## src/rtl/aum_trit_alu_if.sv

```systemverilog
// rtl/aum_trit_alu_if.sv - request/result bundle between AUM operand registers, ALU and result bus
// master drives requests and consumes results; slave is the ALU.
interface aum_trit_alu_if #(
  parameter int WIDTH = 8
);
  logic               in_valid;
  logic               in_ready;
  logic [2:0]         op;
  logic [2*WIDTH-1:0] a;
  logic [2*WIDTH-1:0] b;
  logic               out_valid;
  logic               out_ready;
  logic [2*WIDTH-1:0] y;
  logic [1:0]         carry;
  logic               busy;

  modport master (
    output in_valid, op, a, b, out_ready,
    input  in_ready, out_valid, y, carry, busy
  );

  modport slave (
    input  in_valid, op, a, b, out_ready,
    output in_ready, out_valid, y, carry, busy
  );
endinterface

```

## src/rtl/aum_trit_alu.sv

```systemverilog
// rtl/aum_trit_alu.sv - WIDTH-trit AUM vector ALU: trit-wise logic ops and serial balanced-ternary ADD
// Trits are M=00, U=01, A=10 after normalisation, so unsigned compare gives the M<U<A order.
module aum_trit_alu #(
  parameter int WIDTH = 8
) (
  input logic          clk,
  input logic          rst,
  aum_trit_alu_if.slave bus
);
  localparam int VW = 2 * WIDTH;
  localparam int IW = (WIDTH > 1) ? $clog2(WIDTH) : 1;
  localparam logic [1:0] T_M = 2'b00;
  localparam logic [1:0] T_U = 2'b01;
  localparam logic [1:0] T_A = 2'b10;
  localparam logic [2:0] OP_ADD = 3'd7;

  typedef enum logic [1:0] {S_IDLE, S_ADD, S_DONE} state_t;

  state_t          state_q, state_d;
  logic [VW-1:0]   a_q, a_d, b_q, b_d, y_q, y_d;
  logic [1:0]      carry_q, carry_d;
  logic [IW-1:0]   idx_q, idx_d;
  logic [VW-1:0]   a_n, b_n;
  logic [3:0]      step;
  logic            in_ready, accept;

  function automatic logic [VW-1:0] norm_vec(input logic [VW-1:0] v);
    logic [VW-1:0] r;
    r = v;
    for (int i = 0; i < WIDTH; i++) begin
      if (v[2*i +: 2] == 2'b11) r[2*i +: 2] = T_U;
    end
    return r;
  endfunction

  // {carry, digit}: encodings sum to s+3, so each case is one row of the digit/carry table
  function automatic logic [3:0] add_trit(input logic [1:0] x, input logic [1:0] z, input logic [1:0] c);
    logic [2:0] e;
    e = {1'b0, x} + {1'b0, z} + {1'b0, c};
    case (e)
      3'd0:    return {T_M, T_U};
      3'd1:    return {T_M, T_A};
      3'd2:    return {T_U, T_M};
      3'd3:    return {T_U, T_U};
      3'd4:    return {T_U, T_A};
      3'd5:    return {T_A, T_M};
      default: return {T_A, T_U};
    endcase
  endfunction

  function automatic logic [VW-1:0] logic_vec(input logic [2:0] op, input logic [VW-1:0] a, input logic [VW-1:0] b);
    logic [VW-1:0] r;
    logic [1:0]    x, z, mn, mx, xn;
    r = '0;
    for (int i = 0; i < WIDTH; i++) begin
      x  = a[2*i +: 2];
      z  = b[2*i +: 2];
      mn = (x < z) ? x : z;
      mx = (x > z) ? x : z;
      xn = (x == z) ? T_A : ((x != T_U && z != T_U) ? T_M : T_U);
      // T_A - t is trit negation in this encoding
      case (op)
        3'd0:    r[2*i +: 2] = mn;
        3'd1:    r[2*i +: 2] = mx;
        3'd2:    r[2*i +: 2] = T_A - mn;
        3'd3:    r[2*i +: 2] = T_A - mx;
        3'd4:    r[2*i +: 2] = xn;
        3'd5:    r[2*i +: 2] = T_A - xn;
        default: r[2*i +: 2] = T_A - x;
      endcase
    end
    return r;
  endfunction

  assign a_n      = norm_vec(bus.a);
  assign b_n      = norm_vec(bus.b);
  assign in_ready = !rst && ((state_q == S_IDLE) || (state_q == S_DONE && bus.out_ready));
  assign accept   = bus.in_valid && in_ready;

  always_comb begin
    state_d = state_q;
    a_d     = a_q;
    b_d     = b_q;
    y_d     = y_q;
    carry_d = carry_q;
    idx_d   = idx_q;
    step    = '0;
    case (state_q)
      S_ADD: begin
        step                = add_trit(a_q[2*idx_q +: 2], b_q[2*idx_q +: 2], carry_q);
        y_d[2*idx_q +: 2]   = step[1:0];
        carry_d             = step[3:2];
        idx_d               = idx_q + 1'b1;
        if (idx_q == IW'(WIDTH - 1)) state_d = S_DONE;
      end
      S_DONE: begin
        if (bus.out_ready) state_d = S_IDLE;
      end
      default: ;
    endcase
    // trit 0 of an ADD is summed at capture so the result lands WIDTH cycles after accept
    if (accept) begin
      if (bus.op == OP_ADD) begin
        a_d      = a_n;
        b_d      = b_n;
        step     = add_trit(a_n[1:0], b_n[1:0], T_U);
        y_d[1:0] = step[1:0];
        carry_d  = step[3:2];
        idx_d    = IW'(1);
        state_d  = (WIDTH == 1) ? S_DONE : S_ADD;
      end else begin
        y_d     = logic_vec(bus.op, a_n, b_n);
        carry_d = T_U;
        state_d = S_DONE;
      end
    end
  end

  always_ff @(posedge clk) begin
    if (rst) begin
      state_q <= S_IDLE;
      a_q     <= {WIDTH{T_U}};
      b_q     <= {WIDTH{T_U}};
      y_q     <= {WIDTH{T_U}};
      carry_q <= T_U;
      idx_q   <= '0;
    end else begin
      state_q <= state_d;
      a_q     <= a_d;
      b_q     <= b_d;
      y_q     <= y_d;
      carry_q <= carry_d;
      idx_q   <= idx_d;
    end
  end

  assign bus.in_ready  = in_ready;
  assign bus.out_valid = (state_q == S_DONE);
  assign bus.busy      = (state_q == S_ADD);
  assign bus.y         = y_q;
  assign bus.carry     = carry_q;
endmodule

```

## src/flat_wrapper.sv

```systemverilog
// flat-port wrapper written by rule: the top's interface ports become plain ports
module aum_trit_alu_flat 
#(
  parameter int WIDTH = 8
)
  (clk, rst, bus_in_valid, bus_op, bus_a, bus_b, bus_out_ready, bus_in_ready, bus_out_valid, bus_y, bus_carry, bus_busy);
  aum_trit_alu_if #(.WIDTH(WIDTH)) bus_i ();
  input logic clk;
  input logic rst;
  input wire logic [$bits(bus_i.in_valid)-1:0] bus_in_valid;
  input wire logic [$bits(bus_i.op)-1:0] bus_op;
  input wire logic [$bits(bus_i.a)-1:0] bus_a;
  input wire logic [$bits(bus_i.b)-1:0] bus_b;
  input wire logic [$bits(bus_i.out_ready)-1:0] bus_out_ready;
  output wire logic [$bits(bus_i.in_ready)-1:0] bus_in_ready;
  output wire logic [$bits(bus_i.out_valid)-1:0] bus_out_valid;
  output wire logic [$bits(bus_i.y)-1:0] bus_y;
  output wire logic [$bits(bus_i.carry)-1:0] bus_carry;
  output wire logic [$bits(bus_i.busy)-1:0] bus_busy;
  assign bus_i.in_valid = bus_in_valid;
  assign bus_i.op = bus_op;
  assign bus_i.a = bus_a;
  assign bus_i.b = bus_b;
  assign bus_i.out_ready = bus_out_ready;
  assign bus_in_ready = bus_i.in_ready;
  assign bus_out_valid = bus_i.out_valid;
  assign bus_y = bus_i.y;
  assign bus_carry = bus_i.carry;
  assign bus_busy = bus_i.busy;
  aum_trit_alu #(.WIDTH(WIDTH)) u_core (.clk(clk), .rst(rst), .bus(bus_i));
endmodule
```

## config.mk

```make
export PLATFORM = sky130hd
export DESIGN_NAME = aum_trit_alu_flat
export DESIGN_NICKNAME = d
export VERILOG_FILES = /design/src/rtl/aum_trit_alu_if.sv /design/src/rtl/aum_trit_alu.sv /design/src/flat_wrapper.sv
export SDC_FILE = /design/constraint.sdc
export NUM_CORES = 1
export LEC_CHECK = 0
export ABC_CLOCK_PERIOD_IN_PS = 5100
export BUFFER_PORTS_ARGS = -buffer_cell sky130_fd_sc_hd__buf_2
export CAP_MARGIN = 20
export CORE_MARGIN = 3
export CORE_UTILIZATION = 58
export CTS_CLUSTER_SIZE = 40
export DETAILED_ROUTE_END_ITERATION = 8
export PLACE_DENSITY = 0.83
export RECOVER_POWER = 100
export SLEW_MARGIN = 20
export SYNTH_ARGS = -nofsm -noshare
export SYNTH_HDL_FRONTEND = slang
export SYNTH_SLANG_ARGS = --single-unit
```

## constraint.sdc

```tcl
create_clock -name clk -period 5.1 [get_ports clk]
set_clock_uncertainty 0.05 [all_clocks]
set_input_delay 1.275 -clock clk [delete_from_list [all_inputs] [get_ports clk]]
set_output_delay 1.275 -clock clk [all_outputs]
set_load 0.05 [all_outputs]
```

# Word level (Yosys, flattened, before mapping)
# Cells that the tools add are included.
[word_totals] reg_bits=55 inputBits=39 out_inout_bits=21 word_cells=222
[classes] addsub=38 magnitude_cmp=16 n_eq_ne=61 shift=4 n_mux=75 n_reduce_logical=21
[ops] cell="2-bit two-way mux" count=48
[ops] cell="2-bit case mux with 6 select lines" count=8
[ops] cell="2-bit subtractor, first input constant" count=32
[ops] cell="4-bit case mux with 6 select lines" count=2
[ops] cell="2-bit equality test, second input constant" count=17
[ops] cell="4-bit negator with 34-bit output" count=1
[ops] cell="2-bit by 34-bit variable shift with 16-bit output, first input constant" count=1
[ops] cell="2-bit by 34-bit variable part select with 16-bit output" count=1
[ops] cell="16-bit two-way mux" count=2
[ops] cell="2-bit by 1-bit != test with 1-bit output, second input constant" count=16
[ops] cell="16-bit by 5-bit variable part select with 2-bit output" count=2
[ops] cell="3-bit equality test, second input constant" count=8
[ops] cell="3-bit by 2-bit equality test with 1-bit output, second input constant" count=6
[ops] cell="16-bit bitwise mux" count=1
[ops] cell="2-bit equality test" count=8
[ops] cell="2-bit > comparator" count=8
[ops] cell="2-bit less-than comparator" count=8
[ops] cell="14-bit two-way mux" count=1
[ops] cell="1-bit logical AND" count=11
[ops] cell="3-bit by 1-bit equality test with 1-bit output, second input constant" count=3
[ops] cell="3-bit zero test" count=3
[ops] cell="3-bit two-way mux" count=3
[ops] cell="1-bit two-way mux" count=8
[ops] cell="2-bit by 2-bit adder with 3-bit output" count=2
[ops] cell="14 further kinds" count=15

# Logic depth before layout (Yosys ltp)
# Gate-level depths: netlist (run 1).
[depth] depth_word=11 depth_mapped=12

# Least setup slack after synthesis (run 1)
# OpenSTA, ideal clock, no wires.
[synth_path] kind="input to output" start="in rst" end="out bus_in_ready" t_arrival_ns=2.306 required_ns=3.775 setup_slack_ns=1.469 cell_stages=3 path_buffers=1 cell_sequence="buf_6 or2_4 nor2_1"
[synth_via] elab_chain_cells=2
[synth_lines] element="start, declared" line_no="flat_wrapper.sv:9" text="input logic rst;"
[synth_lines] element="1-bit zero test" line_no="aum_trit_alu.sv:77" text="assign in_ready = !rst && ((state_q == S_IDLE) || (state_q == S_DONE && bus.out_ready));"
[synth_lines] element="1-bit logical AND" line_no="aum_trit_alu.sv:77"
[synth_lines] element="end, declared" line_no="flat_wrapper.sv:15" text="output wire logic [$bits(bus_i.in_ready)-1:0] bus_in_ready;"
# Every way passes these cells.

# Worst setup path after layout (run 1)
[layout_path] start="in bus_op[0]" end="reg u_core.carry_q[1], in the netlist u_core.bus.carry[1]"
[layout_via] elab_chain_cells=3
[layout_lines] element="start, declared" line_no="flat_wrapper.sv:11" text="input wire logic [$bits(bus_i.op)-1:0] bus_op;"
[layout_lines] element="3-bit equality test" line_no="aum_trit_alu.sv:103" text="if (bus.op == OP_ADD) begin"
[layout_lines] element="2-bit two-way mux" line_no="aum_trit_alu.sv:103"
[layout_lines] element="2-bit two-way mux" line_no="aum_trit_alu.sv:102" text="if (accept) begin"
[layout_lines] element="end signal, assigned" line_no="aum_trit_alu.sv:132" text="carry_q <= carry_d;"
[layout_lines] element="end, declared" line_no="aum_trit_alu.sv:21" text="logic [1:0] carry_q, carry_d;"
# Every way passes these cells.
# A chain may end at the register's enable or synchronous reset.

==> out/results.tsv, run 1 <==
stage	metric	value	unit
status	status	complete, but fails checks	
status	violations	max-capacitance violations, max-slew violations	
setup_path	reg2regPathDepth	11	
clock_tree	postCtsSetupBuffers	0	
timing	setup-tns-final	0	ns
setup_path	r2r_end	u_core.bus.y[4]	
logic_synthesis	yosys.area.top_type_share	20.51	%
setup_path	endpoint_kind	flop	
timing	finalHoldViolations	0	
clock_tree	cts_tree	built	
detailed_routing	first_pass_iters	7	
detailed_routing	ant_nets	0	
timing	holdWs	0.4222	ns
global_route	grt_max_degree	51	
logic_synthesis	yosysWarningCount	0	
logic_synthesis	synth_cells	717	
timing	rsz0062_at_grt	no	
hold_path	holdPathEnd	u_core.a_q[3]	
clock_tree	cts.sinks	55	
setup_path	cp.arrival	4.43	ns
hold_path	min_from	u_core.a_q[3]	
detailed_routing	drc	0	
detailed_routing	wirelength	17320	microns
logic_synthesis	synth-seq-area-share	20.51	%
setup_path	startpoint_type	input pin	
layout	syn_to_final_growth	5.151	%
logic_synthesis	yosysMostFrequentCell	nand2_1	
setup_path	cp_max_fo	41	
power_and_ir_drop	power_density	208.9	nW/um^2
timing	slew_headroom	-32.19	%
logic_synthesis	synth_area_leaders	dfxtp_1 21%, ha_1 8.2%, nand2_1 6.2%, a21oi_1 5.3%, o21ai_0 4.2%	
logic_synthesis	synthSimpleGateAreaFrac	25.15	%
setup_path	path_class	in -> reg	
layout	nNetsFinal	811	
logic_synthesis	avgSynthCellArea	7.486	sq um
detailed_routing	wire_per_inst	20.54	microns
timing	finalCritPeriodShare	83.42	%
floorplan	core	8848	sq um
logic_synthesis	synth.cell_area	5368	sq um
logic_synthesis	synth_common_cells	88 x nand2_1, 57 x a21oi_1, 55 x dfxtp_1	
timing	fin_crit	4.254	ns
logic_synthesis	syn_nets	794	
floorplan	io_pins	60	
detailed_routing	first_iter_violations	686	
floorplan	std_cell_rows	34	
logic_synthesis	ys_ff_latch	55	
clock_tree	hold_buffers	0	
logic_synthesis	synth-compound-area-share	29.21	%
setup_path	r2r_start	u_core.idx_q[0]	
power_and_ir_drop	peakVddDrop	0.1168	mV
global_route	antenna_found_initial	0	
global_route	grt_pass1_vias	5201	
global_route	gr-total-overflow	0	
timing	tightest_slew	1.983	ns
floorplan	die_height	102.2	microns
run	drv_cap	2	
clock_tree	h-tree-depth	2	
global_route	grt_pass1_wl	27110	microns
logic_synthesis	synthMuxAreaShare	7.110	%
floorplan	fp.dieW	102.2	microns
timing	fmax	0.2351	GHz
hold_path	hp-class	reg -> reg	
setup_path	r2r_slack	1.07	ns
clock_tree	clock_latency	0.31	ns
detailed_routing	vias_per_cell	6.887	
logic_synthesis	async_flop_share	0	%
clock_tree	cts_buffers	5	
timing	slew_viol_final	75	
setup_path	required	5.28	ns
global_route	grtUsageTotal	32.76	%
placement	dp_hpwl	12810	microns
logic_synthesis	yosys_most_used_dff	dfxtp_1	
floorplan	start_util	60.66	%
clock_tree	cts_buffer_depth	2	
logic_synthesis	ys_types	74	
power_and_ir_drop	p_leak	2.362	nW
detailed_routing	vias	5806	
logic_synthesis	synth_edf_count	0	
logic_synthesis	synth_xor_area_share	1.585	%
logic_synthesis	yosysTopAreaCell	dfxtp_1	
clock_tree	clock-root-buffer	clkbuf_8	
floorplan	die_area	10440	sq um
hold_path	whs_path_depth	2	
placement	portBuffers	59	
layout	layout-drive-gt1-share	9.524	%
clock_tree	clk_pin_slew	0.10	ns
clock_tree	post_cts_resized	0	
logic_synthesis	synth_top_family_by_area	compound AO/OA/AOI/OAI gates	
placement	place_congestion	1.048	
logic_synthesis	synth_fa_ha_area_share	9.277	%
timing	setup_violations	0	
layout	num_antenna_cells	0	
==> registers in the layout, summed over array words and instances, names as in the netlist <==
signal / count
u_core.b_q: 16
u_core.idx_q: 3
u_core.bus.carry: 2
u_core.a_q: 16
u_core.state_q: 2
u_core.bus.y: 16
==> area by class of cell <==
| cell class | count | area [sq um] |
|---|---|---|
| fill | 798 | 3204 |
| inverter | 37 | 138.9 |
| multi-input combinational | 572 | 3875 |
| timing repair buffer | 63 | 295.3 |
| tap | 108 | 135.1 |
| clock buffer | 6 | 82.58 |
| clock inverter | 2 | 16.27 |
| sequential | 55 | 1101 |
==> metrics by stage <==
stage          power, mW  utilization, %  std cells  cell area, sq um  worst slack (ns)
2_1_floorplan     0.7968               -        717              5368             1.469
3_3_place_gp      0.8993           63.09        835              5583             1.229
3_5_place_dp      0.9094           63.09        835              5583             1.056
4_1_cts            1.169           64.21        843              5682             1.050
5_1_grt            1.228           63.79        843              5644            0.6957
6_report           1.179           63.79        843              5644            0.8457
==> cell usage in the layout, fill, tap and decap left out, types with 14 or more instances in the layout <==
master    netlist  final
o21ai_0        45     45
nand3_1        20     20
ha_1           35     35
nor2b_1        24     24
dfxtp_1        55     55
nor2_1         50     51
nand2b_1       14     14
inv_1          35     35
clkbuf_1       29     22
buf_2          19     38
o211ai_1       18     18
nand2_1        88     88
nor3_1         18     18
a21oi_1        57     57
mux2i_1        19     19
==> power breakdown <==
part	total, mW	switching [mW]	internal, mW	leakage [nW]
clock network	0.267	0.156	0.111	0.0474
registers	0.462	0.0146	0.447	0.448
logic	0.451	0.300	0.150	1.87
total	1.18	0.470	0.709	2.36
==> how the worst max path moves through the flow <==
stage	slack, ns	from	to
2_1_floorplan	1.47	rst	bus_in_ready
3_3_place_gp	1.23	u_core.idx_q[0]	u_core.bus.y[4]
3_5_place_dp	1.06	u_core.idx_q[0]	u_core.bus.y[4]
4_1_cts	1.05	u_core.idx_q[0]	u_core.bus.y[4]
5_1_grt	0.70	bus_op[0]	u_core.bus.carry[1]
6_report	0.85	bus_op[0]	u_core.bus.carry[1]
==> cells by family (layout without fill, tap and decap cells) <==
| kind of cell | after synthesis | in the layout |
|---|---|---|
| AND/OR/NAND/NOR | 269 | 269 |
| AO/OA/AOI/OAI | 229 | 229 |
| XOR/XNOR | 8 | 8 |
| flip-flops | 55 | 55 |
| multiplexers | 28 | 28 |
| buffers and inverters | 90 | 108 |
| adder cells (fa/ha/maj) | 38 | 38 |
==> critical path, cell delays in order <==
cell,delay [ns]
buf_2,0.57
and2_0,0.57
nand2_1,0.17
nor2_1,1.34
a22oi_1,0.18
a311oi_1,0.29
==> routing by layer <==
layer	share of wire [%]	vias up	global-route usage, %
met2	44	381	51.02
met3	11	69	5.666
li1	-	2668	-
met1	41	2688	44.77
met4	4.9	0	13.93
met5	0	-	0
(Power assumes the default switching activity.)
==> run 2, diff against run 1 <==
Settings changed: ABC_CLOCK_PERIOD_IN_PS 5100 to 3900, CORE_UTILIZATION 58 to 55.
Clock period 5.1 ns to 3.9 ns, I/O delays scaled along.
==> out/results.tsv, run 2 (synthesis gave the netlist of run 1 again) <==
stage	metric	value	unit	change
clock_tree	clock_latency	0.31	ns	about the same
clock_tree	hold_buffers	0		unchanged
placement	dp_hpwl	13410	microns	+4.7%
setup_path	r2r_slack	0.29	ns	-0.78 ns
detailed_routing	first_iter_violations	753		+9.8%
floorplan	start_util	57.28	%	-3.4 points
timing	slew_viol_final	0		-100%
setup_path	required	4.07	ns	-1.21 ns
placement	place_congestion	1.016		-3.1%
timing	fmax	0.2741	GHz	
detailed_routing	ant_nets	0		unchanged
global_route	antenna_found_initial	0		unchanged
layout	fillCellCount	888		+11%
timing	tightest_slew	0.9533	ns	-1.030 ns
detailed_routing	first_pass_iters	5		-2
global_route	grtUsageTotal	30.89	%	-1.9 points
timing	slew_headroom	36.44	%	+69 points
timing	finalHoldViolations	0		unchanged
floorplan	die_height	104.8	microns	+2.5%
global_route	gr-total-overflow	0		unchanged
placement	portBuffers	59		unchanged
floorplan	fp.dieW	104.8	microns	+2.5%
power_and_ir_drop	power	1.521	mW	+29%
run	drv_cap	0		-2
layout	layout-drive-gt1-share	11.07	%	+1.5 points
setup_path	crit_slowest_cell	clkbuf_1		
floorplan	io_pins	60		unchanged
global_route	grt_max_degree	50		-2.0%
power_and_ir_drop	power_density	263.7	nW/um^2	+26%
setup_path	cp.arrival	3.82	ns	-0.61 ns
layout	num_antenna_cells	0		unchanged
clock_tree	postCtsSetupBuffers	0		unchanged
hold_path	hp-class	reg -> reg		
setup_path	cp_max_fo	25		-39%
detailed_routing	vias	5856		+0.86%
setup_path	timing.critical_path.mode_cell	a221o_1		
layout	utilization	61.56	%	-2.2 points
global_route	grt_pass1_wl	27500	microns	+1.4%
floorplan	die_area	10980	sq um	+5.1%
floorplan	core	9371	sq um	+5.9%
setup_path	critPathBufInv	3		+2
timing	setup-tns-final	0	ns	unchanged
detailed_routing	drc	0		unchanged
clock_tree	cts_buffer_depth	2		unchanged
status	status	complete, no violations		
clock_tree	clock-root-buffer	clkbuf_8		
floorplan	std_cell_rows	35		+2.9%
layout	final_common_cell	nand2_1		
setup_path	endpoint_kind	flop		
layout	nNetsFinal	826		+1.8%
timing	fin_crit	3.648	ns	
setup_path	path_cells	clkbuf_1 -> buf_4 -> clkinv_1 -> o21ai_0 -> a221o_1 -> a32o_1 -> a21oi_1 -> a221o_1		
clock_tree	clk_pin_slew	0.11	ns	about the same
timing	rsz0062_at_grt	no		
setup_path	cpPeakStageDelay	0.62	ns	-0.72 ns
setup_path	path_class	in -> reg		
clock_tree	post_cts_resized	0		unchanged
global_route	grt_pass1_vias	5322		+2.3%
detailed_routing	vias_per_cell	6.662		-3.3%
clock_tree	cts_buffers	5		unchanged
setup_path	startpoint_type	input pin		
clock_tree	h-tree-depth	2		unchanged
detailed_routing	wire_per_inst	19.97	microns	-2.8%
setup_path	critPathTopFamily	buffers and inverters		
power_and_ir_drop	peakVddDrop	0.1514	mV	+30%
timing	setup_violations	0		unchanged
layout	syn_to_final_growth	7.482	%	
layout	mostFrequentLayoutCells	88 x nand2_1, 57 x a21oi_1, 55 x dfxtp_1		
clock_tree	cts.sinks	55		unchanged
power_and_ir_drop	p_leak	2.424	nW	+2.6%
detailed_routing	wirelength	17550	microns	+1.4%
clock_tree	cts_tree	built		
timing	finalCritPeriodShare	93.54	%	
-- run 2: cell count changes in the layout (fill, tap and decap cells not counted) --
| cell | before | now |
|---|---|---|
| buf_4 | 3 | 16 |
| clkbuf_1 | 22 | 25 |
| buf_2 | 38 | 37 |
| clkbuf_2 | 0 | 1 |
| clkbuf_8 | 6 | 5 |
| clkinv_2 | 0 | 1 |
| clkinv_4 | 1 | 0 |
| nor2_1 | 51 | 50 |
| nor2_4 | 0 | 1 |
-- run 2: stage by stage --
stage / std cells / hold slack (ns) / cell area, sq um / setup slack (ns)
2_1_floorplan: 717 / 0.3831 / 5368 / 0.3982
3_5_place_dp: 871 / 0.4034 / 5722 / 0.2983
3_3_place_gp: 871 / 0.4039 / 5722 / 0.4081
4_1_cts: 879 / 0.4155 / 5807 / 0.2965
5_1_grt: 879 / 0.4339 / 5769 / 0.02141
6_report: 879 / 0.4162 / 5769 / 0.2520
-- run 2: tightest hold or removal path, cell delays in order (launching register included) --
cell     delay [ns]
dfxtp_1        0.32
nand2_1        0.05
a21oi_1        0.05
-- run 2: per-layer routing --
| metal | share of wire, % | GRT usage [%] | wire (microns) |
|---|---|---|---|
| met5 | 0 | 0 | 0 |
| met4 | 2.7 | 9.747 | 475 |
| met3 | 11 | 4.509 | 1950 |
| met2 | 45 | 49.08 | 7818 |
| met1 | 42 | 43.19 | 7311 |
-- run 2: power by group --
| part | internal (mW) | total (mW) | switching (mW) |
|---|---|---|---|
| clock network | 0.126 | 0.317 | 0.191 |
| logic | 0.204 | 0.604 | 0.400 |
| registers | 0.584 | 0.600 | 0.0162 |
| total | 0.915 | 1.52 | 0.607 |
-- run 2: area by class of cell --
cell class	count	area [sq um]	area share (%)
inverter	37	138.9	2.407
clock inverter	2	12.51	0.2169
sequential	55	1101	19.08
multi-input combinational	572	3882	67.30
tap	129	161.4	2.798
clock buffer	6	72.57	1.258
timing repair buffer	78	400.4	6.940
-- run 2: path summary, 6_finish.rpt --
path                       to       startpoint  cells after the start
max reg2reg  u_core.bus.y[13]  u_core.idx_q[0]                     12
max           u_core.bus.y[4]        bus_op[0]                      8
min reg2reg    u_core.a_q[11]   u_core.a_q[11]                      2
min            u_core.a_q[11]   u_core.a_q[11]                      2
